===== src/rtl/sr_drive_sequencer.sv =====
// sr_drive_sequencer: queues requested SR-flop levels and turns each into a legal S or R pulse plus idle gap.
// Optional readback check (q_fb input, sticky mismatch output) is enabled by defining SRDRV_READBACK_EN.
module sr_drive_sequencer #(
    parameter int PULSE_W = 1,
    parameter int GAP_W   = 1,
    parameter int DEPTH   = 4,
    parameter int CNT_W   = 8
) (
    input  logic             clk,
    input  logic             reset,
    input  logic             req_valid,
    output logic             req_ready,
    input  logic             req_level,
    input  logic             req_force,
`ifdef SRDRV_READBACK_EN
    input  logic             q_fb,
    output logic             mismatch,
`endif
    output logic             S,
    output logic             R,
    output logic             mirror_q,
    output logic             busy,
    output logic [CNT_W-1:0] cmd_count
);
    localparam int AW   = $clog2(DEPTH);
    localparam int TMAX = (PULSE_W > GAP_W) ? PULSE_W : GAP_W;
    localparam int TW   = (TMAX > 1) ? $clog2(TMAX) : 1;
    localparam logic [TW-1:0] PL = TW'(PULSE_W - 1);
    localparam logic [TW-1:0] GL = TW'(GAP_W - 1);

    typedef enum logic [1:0] {IDLE, PULSE, GAP} state_t;

    state_t        state, state_n;
    logic [TW-1:0] tmr, tmr_n;
    logic [1:0]    mem [DEPTH];
    logic [AW:0]   wr_ptr, rd_ptr;
    logic          full, empty, push, pop, done;
    logic          head_level, head_force;
    logic          lvl, lvl_n, s_n, r_n;

    assign empty     = wr_ptr == rd_ptr;
    assign full      = (wr_ptr[AW] != rd_ptr[AW]) && (wr_ptr[AW-1:0] == rd_ptr[AW-1:0]);
    assign req_ready = !full;
    assign push      = req_valid && !full;
    assign {head_level, head_force} = mem[rd_ptr[AW-1:0]];
    assign busy      = !empty || state != IDLE;

    // Request storage; contents need no reset because the pointers define validity
    always_ff @(posedge clk) begin
        if (push) mem[wr_ptr[AW-1:0]] <= {req_level, req_force};
    end

    // FIFO pointers with a wrap bit to tell full from empty
    always_ff @(posedge clk) begin
        if (reset) begin
            wr_ptr <= '0;
            rd_ptr <= '0;
        end else begin
            if (push) wr_ptr <= wr_ptr + 1'b1;
            if (pop) rd_ptr <= rd_ptr + 1'b1;
        end
    end

    // Next-state logic: pop in IDLE, drop redundant entries, time the pulse and the gap
    always_comb begin
        state_n = state;
        tmr_n   = tmr;
        lvl_n   = lvl;
        s_n     = S;
        r_n     = R;
        pop     = 1'b0;
        done    = 1'b0;
        case (state)
            IDLE: if (!empty) begin
                pop = 1'b1;
                if (head_force || head_level != mirror_q) begin
                    state_n = PULSE;
                    tmr_n   = '0;
                    lvl_n   = head_level;
                    s_n     = head_level;
                    r_n     = !head_level;
                end
            end
            PULSE: if (tmr == PL) begin
                state_n = GAP;
                tmr_n   = '0;
                s_n     = 1'b0;
                r_n     = 1'b0;
                done    = 1'b1;
            end else begin
                tmr_n = tmr + 1'b1;
            end
            GAP: if (tmr == GL) begin
                state_n = IDLE;
                tmr_n   = '0;
            end else begin
                tmr_n = tmr + 1'b1;
            end
            default: begin
                state_n = IDLE;
                s_n     = 1'b0;
                r_n     = 1'b0;
            end
        endcase
    end

    // State register with registered S/R drive so the flop only sees clean edges
    always_ff @(posedge clk) begin
        if (reset) begin
            state <= IDLE;
            tmr   <= '0;
            lvl   <= 1'b0;
            S     <= 1'b0;
            R     <= 1'b0;
        end else begin
            state <= state_n;
            tmr   <= tmr_n;
            lvl   <= lvl_n;
            S     <= s_n;
            R     <= r_n;
        end
    end

    // Mirror of the flop's Q and issued-pulse counter, both updated as a pulse ends
    always_ff @(posedge clk) begin
        if (reset) begin
            mirror_q  <= 1'b0;
            cmd_count <= '0;
        end else if (done) begin
            mirror_q  <= lvl;
            cmd_count <= cmd_count + 1'b1;
        end
    end

`ifdef SRDRV_READBACK_EN
    // Sticky readback check on the last gap cycle of every issued command
    always_ff @(posedge clk) begin
        if (reset) mismatch <= 1'b0;
        else if (state == GAP && tmr == GL && q_fb != mirror_q) mismatch <= 1'b1;
    end
`endif

endmodule


===== config.mk =====
export PLATFORM = sky130hd
export DESIGN_NAME = sr_drive_sequencer
export DESIGN_NICKNAME = d
export VERILOG_FILES = /design/src/rtl/sr_drive_sequencer.sv
export SDC_FILE = /design/constraint.sdc
export NUM_CORES = 1
export LEC_CHECK = 0
export CAP_MARGIN = 20
export CORE_MARGIN = 5
export CORE_UTILIZATION = 45
export CTS_CLUSTER_SIZE = 14
export DETAILED_ROUTE_END_ITERATION = 6
export PLACE_DENSITY = 0.67
export RECOVER_POWER = 25
export SLEW_MARGIN = 20
export SYNTH_ARGS = -nofsm -noshare
export SYNTH_HDL_FRONTEND = slang
export SYNTH_SLANG_ARGS = --single-unit
export TNS_END_PERCENT = 20

===== constraint.sdc =====
create_clock -name clk -period 4.6 [get_ports clk]
set_input_delay 0.46 -clock clk [delete_from_list [all_inputs] [get_ports clk]]
set_output_delay 0.46 -clock clk [all_outputs]
set_load 0.01 [all_outputs]

==> flow_metrics.py, run 1 <==
metrics = {
    "cts": {
        "cts_resized": 0,
        "path_clk_slew_ps": 90,
        "hold_buffers": 0,
        "clk-insertion-delay-late_ps": 330,
        "cts_buffers": 5,
        "cts_tree": "yes",
        "cts_setup_buffers": 0,
        "cts_sinks": 30,
        "cts_max_path_buffers": 2,
        "cts_max_level": 2,
        "root_buffer": "clkbuf_4",
    },
    "place": {
        "dp.final_hpwl_um": 1770,
        "numPortBuffers": 17,
        "place_congestion": 0.861,
        "dp_cells": 178,
        "place_area_um2": 1560,
    },
    "detailed_routing": {
        "drt_iter0_drc": 42,
        "dr.pass1.iters": 6,
        "drcViolationCount": 0,
        "wirelength_um": 2450,
        "routedWlPerCell_um": 13.2,
        "vias_per_cell": 5.16,
        "vias": 959,
        "detail-route-antenna-nets": 0,
    },
    "setup_path": {
        "end_kind": "output pin",
        "r2r_slack_ps": 2690,
        "r2r-end": "cmd_count[7]$_SDFFE_PP0N_",
        "cp.arrival_ps": 1870,
        "r2r_start": "state[0]$_SDFFE_PP0P_",
        "cp-start-kind": "flop",
        "required_ps": 4140,
        "crit_type": "reg2out",
        "ff2ff_path_depth": 4,
        "cp_max_fo": 5,
    },
    "sta": {
        "slew_headroom": 0.522,
        "hold_viol_final": 0,
        "slew_viol_final": 0,
        "rsz0062_at_grt": "no",
        "period_minus_slack_ps": 2330,
        "max_clock_freq_mhz": 429,
        "worstMarginPinSlew_ps": 714,
        "period_share": 0.507,
        "clock-skew-final_ps": 5.99,
        "setup_viol": 0,
        "tns_ps": 0,
    },
    "yosys": {
        "yosys-top-cells-area": "dfxtp_1, edfxtp_1, ha_1, nor2_1, xnor2_1",
        "synth.distinct_cells": 38,
        "synthesis.area_um2": 1370,
        "async_reset_ff_frac": 0,
        "yosysTopAreaCell": "dfxtp_1",
        "synthFlopType": "dfxtp_1",
        "synthTopCellsByCount": "dfxtp_1, nor2_1, edfxtp_1",
        "synthesis.nets": 143,
        "synth_seq_cells": 30,
        "synth_edf_count": 8,
        "yosysTopAreaCellShare": 0.321,
        "ys_seq_area_frac": 0.497,
        "synth_warnings": 0,
        "avgSynthCellArea_um2": 10.4,
        "synth.most_common_cell": "dfxtp_1",
        "synthCells": 132,
    },
    "finish": {
        "final-instance-count-excl-fill": 186,
        "antenna_cells": 0,
        "design_area_um2": 1640,
        "layout-drive-gt1-share": 0.0980,
        "nNetsFinal": 163,
        "area_growth_pct": 19.9,
    },
    "die": {
        "start_util": 0.460,
        "boundaryPins": 18,
        "fp.dieH_um": 65.2,
        "die_w_um": 65.2,
        "dieArea_um2": 4250,
        "row_count": 20,
        "coreArea_um2": 2980,
    },
    "min_path": {
        "min_from": "cmd_count[7]$_SDFFE_PP0N_",
        "hold_end": "cmd_count[7]$_SDFFE_PP0N_",
        "hold_depth": 2,
        "min_path_type": "reg2reg",
    },
    "global_routing": {
        "grt_antenna_before_repair": 0,
        "grt_pass1_wl_um": 4120,
        "grt_max_degree": 22,
        "grt_pass1_vias": 949,
        "overflow": 0,
        "grtUsageTotal": 0.130,
    },
    "pwr": {
        "irDropWorstVdd_mv": 0.266,
        "leakage_nw": 0.622,
        "power.density_nw_per_um2": 511,
    },
    "run": {
        "drv_cap": 0,
    },
    "outcome": {
        "status": "finished clean",
    },
}
==> how the worst max path moves through the flow <==
stage,startpoint,end,slack [ps],depth (start not counted)
floorplan,wr_ptr[0]$_SDFFE_PP0P_,wr_ptr[2]$_SDFFE_PP0P_,3090,5
global placement,reset,S$_SDFFE_PP0P_,2550,3
detailed placement,reset,S$_SDFFE_PP0P_,2540,3
CTS,wr_ptr[0]$_SDFFE_PP0P_,busy,2240,3
global route,wr_ptr[0]$_SDFFE_PP0P_,busy,2130,3
finish,wr_ptr[0]$_SDFFE_PP0P_,busy,2270,3
==> layout make-up <==
class	instances	area, um2
fillers	278	1340
well taps	33	41.3
inverters	7	26.3
multi-input cells	91	646
repair buffers	17	170
clock buffers	8	78.8
flip-flops and latches	30	681
==> cell families after synthesis <==
logic type / synth area share
muxes: 0.0374
and+or+nand+nor: 0.177
DFF: 0.497
buffers and inverters: 0.0320
xor gates and xnor gates: 0.0831
AOI/OAI and AO/OA: 0.119
adders and majority gates: 0.0548
==> registers in the layout, indices dropped and copies added, names as in the netlist, named ones only <==
register / cells
S: 1
rd_ptr: 3
state: 2
R: 1
mem: 8
mirror_q: 1
cmd_count: 8
wr_ptr: 3
lvl: 1
==> per-layer routing <==
metal,vias up,global-route usage,part of all wire
met5,-,0,0
met4,0,0.0570,0.022
met3,8,0.0667,0.064
met2,22,0.190,0.43
met1,433,0.160,0.48
li1,496,-,-
==> through the flow <==
step | hold slack [ps] | power [W] | setup WS, ps | util
after floorplan | 456 | 0.000569 | 3090 | -
after global placement | 472 | 0.000646 | 2550 | 0.525
after detailed placement | 483 | 0.000652 | 2540 | 0.525
after CTS | 501 | 0.000850 | 2240 | 0.552
after global routing | 536 | 0.000903 | 2130 | 0.552
final | 498 | 0.000840 | 2270 | 0.552
==> placed cells by master, fill, tap and decap left out, types with 2 or more instances in the layout <==
cell             count
a21oi_1              4
and2_1               4
clkbuf_4             5
clkbuf_8             3
clkdlybuf4s50_1     14
dfxtp_1             22
dlygate4sd3_1        3
edfxtp_1             8
ha_1                 6
inv_1                7
mux2i_1              4
nand2_1              6
nand4_1              4
nor2_1              19
nor2b_1              4
nor3_1               2
o21ai_0              3
or3_1                2
or3b_2               2
xnor2_1              7
xor2_1               6
==> power by group <==
part           switching [W]  leakage, nW  total [W]  internal (W)
clock network      0.0000898       0.0446   0.000194      0.000104
logic               0.000135        0.325   0.000280      0.000146
registers          0.0000490        0.252   0.000366      0.000317
==> critical path: stages, from the launching register on <==
cell and delay, ps:
dfxtp_1 380, xnor2_1 500, nand4_1 160, clkdlybuf4s50_1 510
(Power assumes the default switching activity.)
==> run 2, diff against run 1 <==
Settings changed: PLACE_DENSITY 0.67 to 0.7.
Clock period 4.6 ns to 2 ns, I/O delays scaled along.
==> run 2 against run 1 <==
Design area rose by 1.1%. Clock-buffer cell count fell by 1. Total power rose by 130%. Via count rose by 2.5%. Sequential power rose by 130%. Register-to-register slack got worse by 2400 ps. Hold slack got worse by 7.4 ps. Clock power rose by 90%. Sequential cell count did not move. Routed wire length rose by 3.9%. Core utilization rose by 0.63 points. Critical path depth did not move.
==> flow_metrics.py, run 2 (synthesis gave the netlist of run 1 again) <==
metrics = {
    "outcome": {
        "status": "finished clean",
    },
    "setup_path": {
        "crit_chain": "xnor2_4, nand4_1, clkdlybuf4s50_1",
        "ff2ff_path_depth": 4,
        "cp-start-kind": "flop",
        "r2r_slack_ps": 320,
        "cp.arrival_ps": 1690,
        "cp_max_fo": 5,
        "cp_num_buf_inv": 1,
        "critPathTopFamily": "flip-flops",
        "end_kind": "output pin",
        "crit_type": "reg2out",
        "worst_path_max_delay_cell": "dfxtp_1",
        "critPathMaxStageDelay_ps": 520,
        "r2r-end": "S$_SDFFE_PP0P_",
        "required_ps": 1800,
    },
    "place": {
        "numPortBuffers": 17,
        "dp.final_hpwl_um": 1880,
        "place_congestion": 0.849,
        "dp_cells": 180,
    },
    "pwr": {
        "leakage_nw": 0.626,
        "clockPowerShare": 0.192,
        "p_seq_frac": 0.446,
        "p_sw_w": 0.000659,
        "p_comb_frac": 0.362,
        "switching_share": 0.343,
        "irDropWorstVdd_mv": 0.717,
        "p_int_w": 0.00126,
        "power.density_nw_per_um2": 1160,
    },
    "cts": {
        "cts_sinks": 30,
        "cts_max_path_buffers": 2,
        "path_clk_slew_ps": 90,
        "cts_tree": "yes",
        "clk-insertion-delay-late_ps": 320,
        "cts_max_level": 2,
        "root_buffer": "clkbuf_4",
        "hold_buffers": 0,
        "cts_buffers": 5,
    },
    "finish": {
        "area_growth_pct": 21.3,
        "layout_commonest_cell": "dfxtp_1",
        "antenna_cells": 0,
        "final-instance-count-excl-fill": 188,
        "layout-drive-gt1-share": 0.110,
        "fill_cells": 270,
        "final_cell_mix": "dfxtp_1, nor2_1, clkdlybuf4s50_1, edfxtp_1, inv_1",
        "nNetsFinal": 165,
        "final_util": 0.558,
    },
    "global_routing": {
        "grt_antenna_before_repair": 0,
        "grt_max_degree": 19,
        "grtUsageTotal": 0.139,
        "grt_pass1_vias": 977,
        "grt_pass1_wl_um": 4390,
        "overflow": 0,
    },
    "die": {
        "coreArea_um2": 2980,
        "fp.dieH_um": 65.2,
        "dieArea_um2": 4250,
        "row_count": 20,
        "die_w_um": 65.2,
        "boundaryPins": 18,
        "start_util": 0.460,
    },
    "sta": {
        "setup_viol": 0,
        "clock-skew-final_ps": 1.76,
        "max_clock_freq_mhz": 528,
        "period_share": 0.947,
        "slew_headroom": 0.595,
        "hold_viol_final": 0,
        "worstMarginPinSlew_ps": 600,
        "period_minus_slack_ps": 1890,
        "slew_viol_final": 0,
        "tns_ps": 0,
    },
    "min_path": {
        "hold_end": "cmd_count[7]$_SDFFE_PP0N_",
        "min_from": "cmd_count[7]$_SDFFE_PP0N_",
        "hold_depth": 2,
        "min_path_type": "reg2reg",
    },
    "detailed_routing": {
        "wirelength_um": 2550,
        "detail-route-antenna-nets": 0,
        "dr.pass1.iters": 4,
        "routedWlPerCell_um": 13.6,
        "vias_per_cell": 5.23,
        "drcViolationCount": 0,
        "vias": 983,
        "drt_iter0_drc": 36,
    },
    "run": {
        "drv_cap": 0,
    },
}
[run 2: cell types whose count changed in the layout (fill, tap and decap cells not counted), sizes merged]
cell           change
buf                +1
clkdlybuf4s50      +1
dlygate4sd3        -1
clkinv             +1
[run 2: stage by stage]
step / hold slack (ps) / power [W] / setup WS, ps / cell area [um2]
after global routing: 525 / 0.00208 / -13.4 / 1660
after detailed placement: 486 / 0.00153 / 274 / 1580
after global placement: 467 / 0.00150 / 293 / 1580
final: 491 / 0.00192 / 105 / 1660
after CTS: 497 / 0.00193 / 64.4 / 1650
after floorplan: 299 / 0.00131 / 486 / 1370
[run 2: power groups by stage]
| stage | combinational [W] | sequential [W] | clock, W |
|---|---|---|---|
| floorplan | 0.000480 | 0.000829 | 0 |
| global placement | 0.000657 | 0.000845 | 0 |
| detailed placement | 0.000680 | 0.000854 | 0 |
| CTS | 0.000694 | 0.000847 | 0.000388 |
| global route | 0.000763 | 0.000878 | 0.000434 |
| finish | 0.000695 | 0.000856 | 0.000369 |
[run 2: final cells by class]
cell class	count	area (um2)	share of cell area
multi-input cells	91	672	0.404
inverters	7	26.3	0.0158
flip-flops and latches	30	681	0.410
well taps	33	41.3	0.0248
repair buffers	19	181	0.109
clock buffers	7	55.1	0.0331
clock inverters	1	5.00	0.00301
[run 2: worst max-delay path by stage]
| stage | start | to | slack, ps | cells after the start |
|---|---|---|---|---|
| after floorplan | wr_ptr[0]$_SDFFE_PP0P_ | wr_ptr[2]$_SDFFE_PP0P_ | 490 | 5 |
| after global routing | wr_ptr[0]$_SDFFE_PP0P_ | busy | -10 | 3 |
| after detailed placement | wr_ptr[0]$_SDFFE_PP0P_ | busy | 270 | 3 |
| after CTS | wr_ptr[0]$_SDFFE_PP0P_ | busy | 60 | 3 |
| final | wr_ptr[0]$_SDFFE_PP0P_ | busy | 110 | 3 |
| after global placement | wr_ptr[0]$_SDFFE_PP0P_ | busy | 290 | 3 |
[run 2: metal layers]
layer	track usage	vias up	share of wire
met2	0.225	25	0.51
met3	0.0581	5	0.046
met4	0.0674	0	0.011
met5	0	-	0
li1	-	504	-
met1	0.157	449	0.44
[run 2: what timing repair did]
item	in CTS	in global routing
buffers inserted	0	0
pin swaps	0	0
gates resized for setup	2	1
endpoints found under the setup margin	2	1
[run 2: worst reg2reg max path, stage by stage (launching register included)]
cell	delay, ps
dfxtp_1	510
nor3_1	110
o41ai_1	580
o21a_1	260
o22ai_1	90
==> run 3, diff against run 2 <==
Settings changed: CORE_MARGIN 5 to default.
==> run 3 against run 2 <==
Routed wire length fell by 4.9%. Global-route usage is 2.9 points higher. Register-to-register slack gained 20 ps. Via count is 2.2% lower. Worst setup slack improved by 16 ps. Critical path type unchanged. Largest cell class unchanged. Clock-buffer cell count stayed put. Sequential share of layout area decreased by 0.12 points. The run now ends with design-rule violations left.
==> flow_metrics.py, run 3 (synthesis gave the netlist of run 1 again) <==
metrics = {
    "finish": {
        "multi_input_area_um2": 679,
        "layout_commonest_cell": "dfxtp_1",
        "nNetsFinal": 165,
        "layout-drive-gt1-share": 0.116,
        "area_growth_pct": 21.6,
        "fill_cells": 243,
        "final_util": 0.589,
        "antenna_cells": 0,
        "final_cell_mix": "dfxtp_1, nor2_1, clkdlybuf4s50_1, edfxtp_1, inv_1",
        "ff_latch_area_um2": 681,
        "final-instance-count-excl-fill": 186,
        "design_area_um2": 1670,
    },
    "detailed_routing": {
        "drt_iter0_drc": 55,
        "vias_per_cell": 5.17,
        "detail-route-antenna-nets": 0,
        "drcViolationCount": 2,
        "routedWlPerCell_um": 13.0,
        "vias": 961,
        "wirelength_um": 2420,
        "dr.pass1.iters": 6,
    },
    "place": {
        "dp_cells": 178,
        "dp.final_hpwl_um": 1780,
        "place_area_um2": 1580,
        "numPortBuffers": 17,
        "place_congestion": 0.823,
    },
    "die": {
        "dieArea_um2": 3270,
        "coreArea_um2": 2830,
        "fp.dieH_um": 57.2,
        "row_count": 19,
        "start_util": 0.484,
        "boundaryPins": 18,
        "die_w_um": 57.2,
    },
    "global_routing": {
        "gr-usage-met2": 0.257,
        "grt_use_met3": 0.0612,
        "grtUsageMet1": 0.217,
        "grt_max_degree": 19,
        "busiest_layer": "met2",
        "grt_pass1_wl_um": 4060,
        "grt_antenna_before_repair": 0,
        "grt_pass1_vias": 900,
        "overflow": 0,
        "grtUsageTotal": 0.167,
    },
    "setup_path": {
        "required_ps": 1800,
        "cp.arrival_ps": 1680,
        "crit_type": "reg2out",
        "cp-start-kind": "flop",
        "cp_max_fo": 5,
        "end_kind": "output pin",
    },
    "cts": {
        "cts_setup_buffers": 0,
        "path_clk_slew_ps": 90,
        "clk-insertion-delay-late_ps": 310,
        "root_buffer": "clkbuf_4",
        "cts_buffers": 5,
        "cts_max_path_buffers": 2,
        "hold_buffers": 0,
        "cts_tree": "yes",
        "cts_sinks": 30,
        "cts_max_level": 2,
    },
    "pwr": {
        "leakage_nw": 0.627,
        "irDropWorstVdd_mv": 0.818,
        "power.density_nw_per_um2": 1150,
    },
    "sta": {
        "clock-skew-final_ps": 10.6,
        "period_share": 0.939,
        "worstMarginPinSlew_ps": 613,
        "period_minus_slack_ps": 1880,
        "slew_viol_final": 0,
        "timing.hold.ws_ps": 493,
        "max_clock_freq_mhz": 532,
        "slew_headroom": 0.586,
        "hold_viol_final": 0,
        "setup_viol": 0,
    },
    "outcome": {
        "status": "complete, but fails checks",
        "violations": "design-rule violations",
    },
    "run": {
        "drv_cap": 0,
    },
    "min_path": {
        "min_path_type": "reg2reg",
    },
}
[run 3: cell count changes in the layout (fill, tap and decap cells not counted)]
cell / delta
xnor2_1: -1
xnor2_2: +1
[run 3: path summary, 6_finish.rpt]
kind,startpoint,end,slack (ps),cells after the start
worst max-delay path,wr_ptr[1]$_SDFFE_PP0P_,busy,120,3
worst min-delay path,cmd_count[7]$_SDFFE_PP0N_,cmd_count[7]$_SDFFE_PP0N_,490,2
worst max register to register,flop,S$_SDFFE_PP0P_,340,4
worst min register to register,cmd_count[7]$_SDFFE_PP0N_,cmd_count[7]$_SDFFE_PP0N_,490,2
[run 3: per-layer routing]
| layer | up-vias | part of all wire | wire, um |
|---|---|---|---|
| met4 | 0 | 0.012 | 28 |
| met2 | 15 | 0.46 | 1120 |
| met1 | 441 | 0.49 | 1180 |
| met3 | 4 | 0.038 | 91 |
| li1 | 501 | - | - |
| met5 | - | 0 | 0 |
[run 3: worst max-delay path, stage by stage (launching register included)]
cell             delay [ps]
dfxtp_1                 370
xnor2_2                 340
nand4_1                 160
clkdlybuf4s50_1         510
[run 3: area by class of cell]
cell class	count	area share
flip-flops and latches	30	0.408
clock inverters	1	0.00300
clock buffers	7	0.0330
repair buffers	19	0.109
well taps	31	0.0233
inverters	7	0.0158
multi-input cells	91	0.408
[run 3: through the flow]
| step | setup slack, ps | setup TNS (ps) | power, W |
|---|---|---|---|
| 4_1_cts | 84.9 | 0 | 0.00192 |
| 2_1_floorplan | 486 | 0 | 0.00131 |
| 5_1_grt | -7.46 | -7.46 | 0.00206 |
| 3_5_place_dp | 277 | 0 | 0.00153 |
| 6_report | 121 | 0 | 0.00191 |
| 3_3_place_gp | 299 | 0 | 0.00150 |
[run 3: power by group]
part | internal (W) | switching, W
registers | 0.000728 | 0.000127
logic | 0.000363 | 0.000326
clock network | 0.000170 | 0.000198
total | 0.00126 | 0.000651
[run 3: repair_timing]
item                       CTS  global route
pin swaps                    0             0
resized for setup            2             2
setup endpoints to repair    2             1
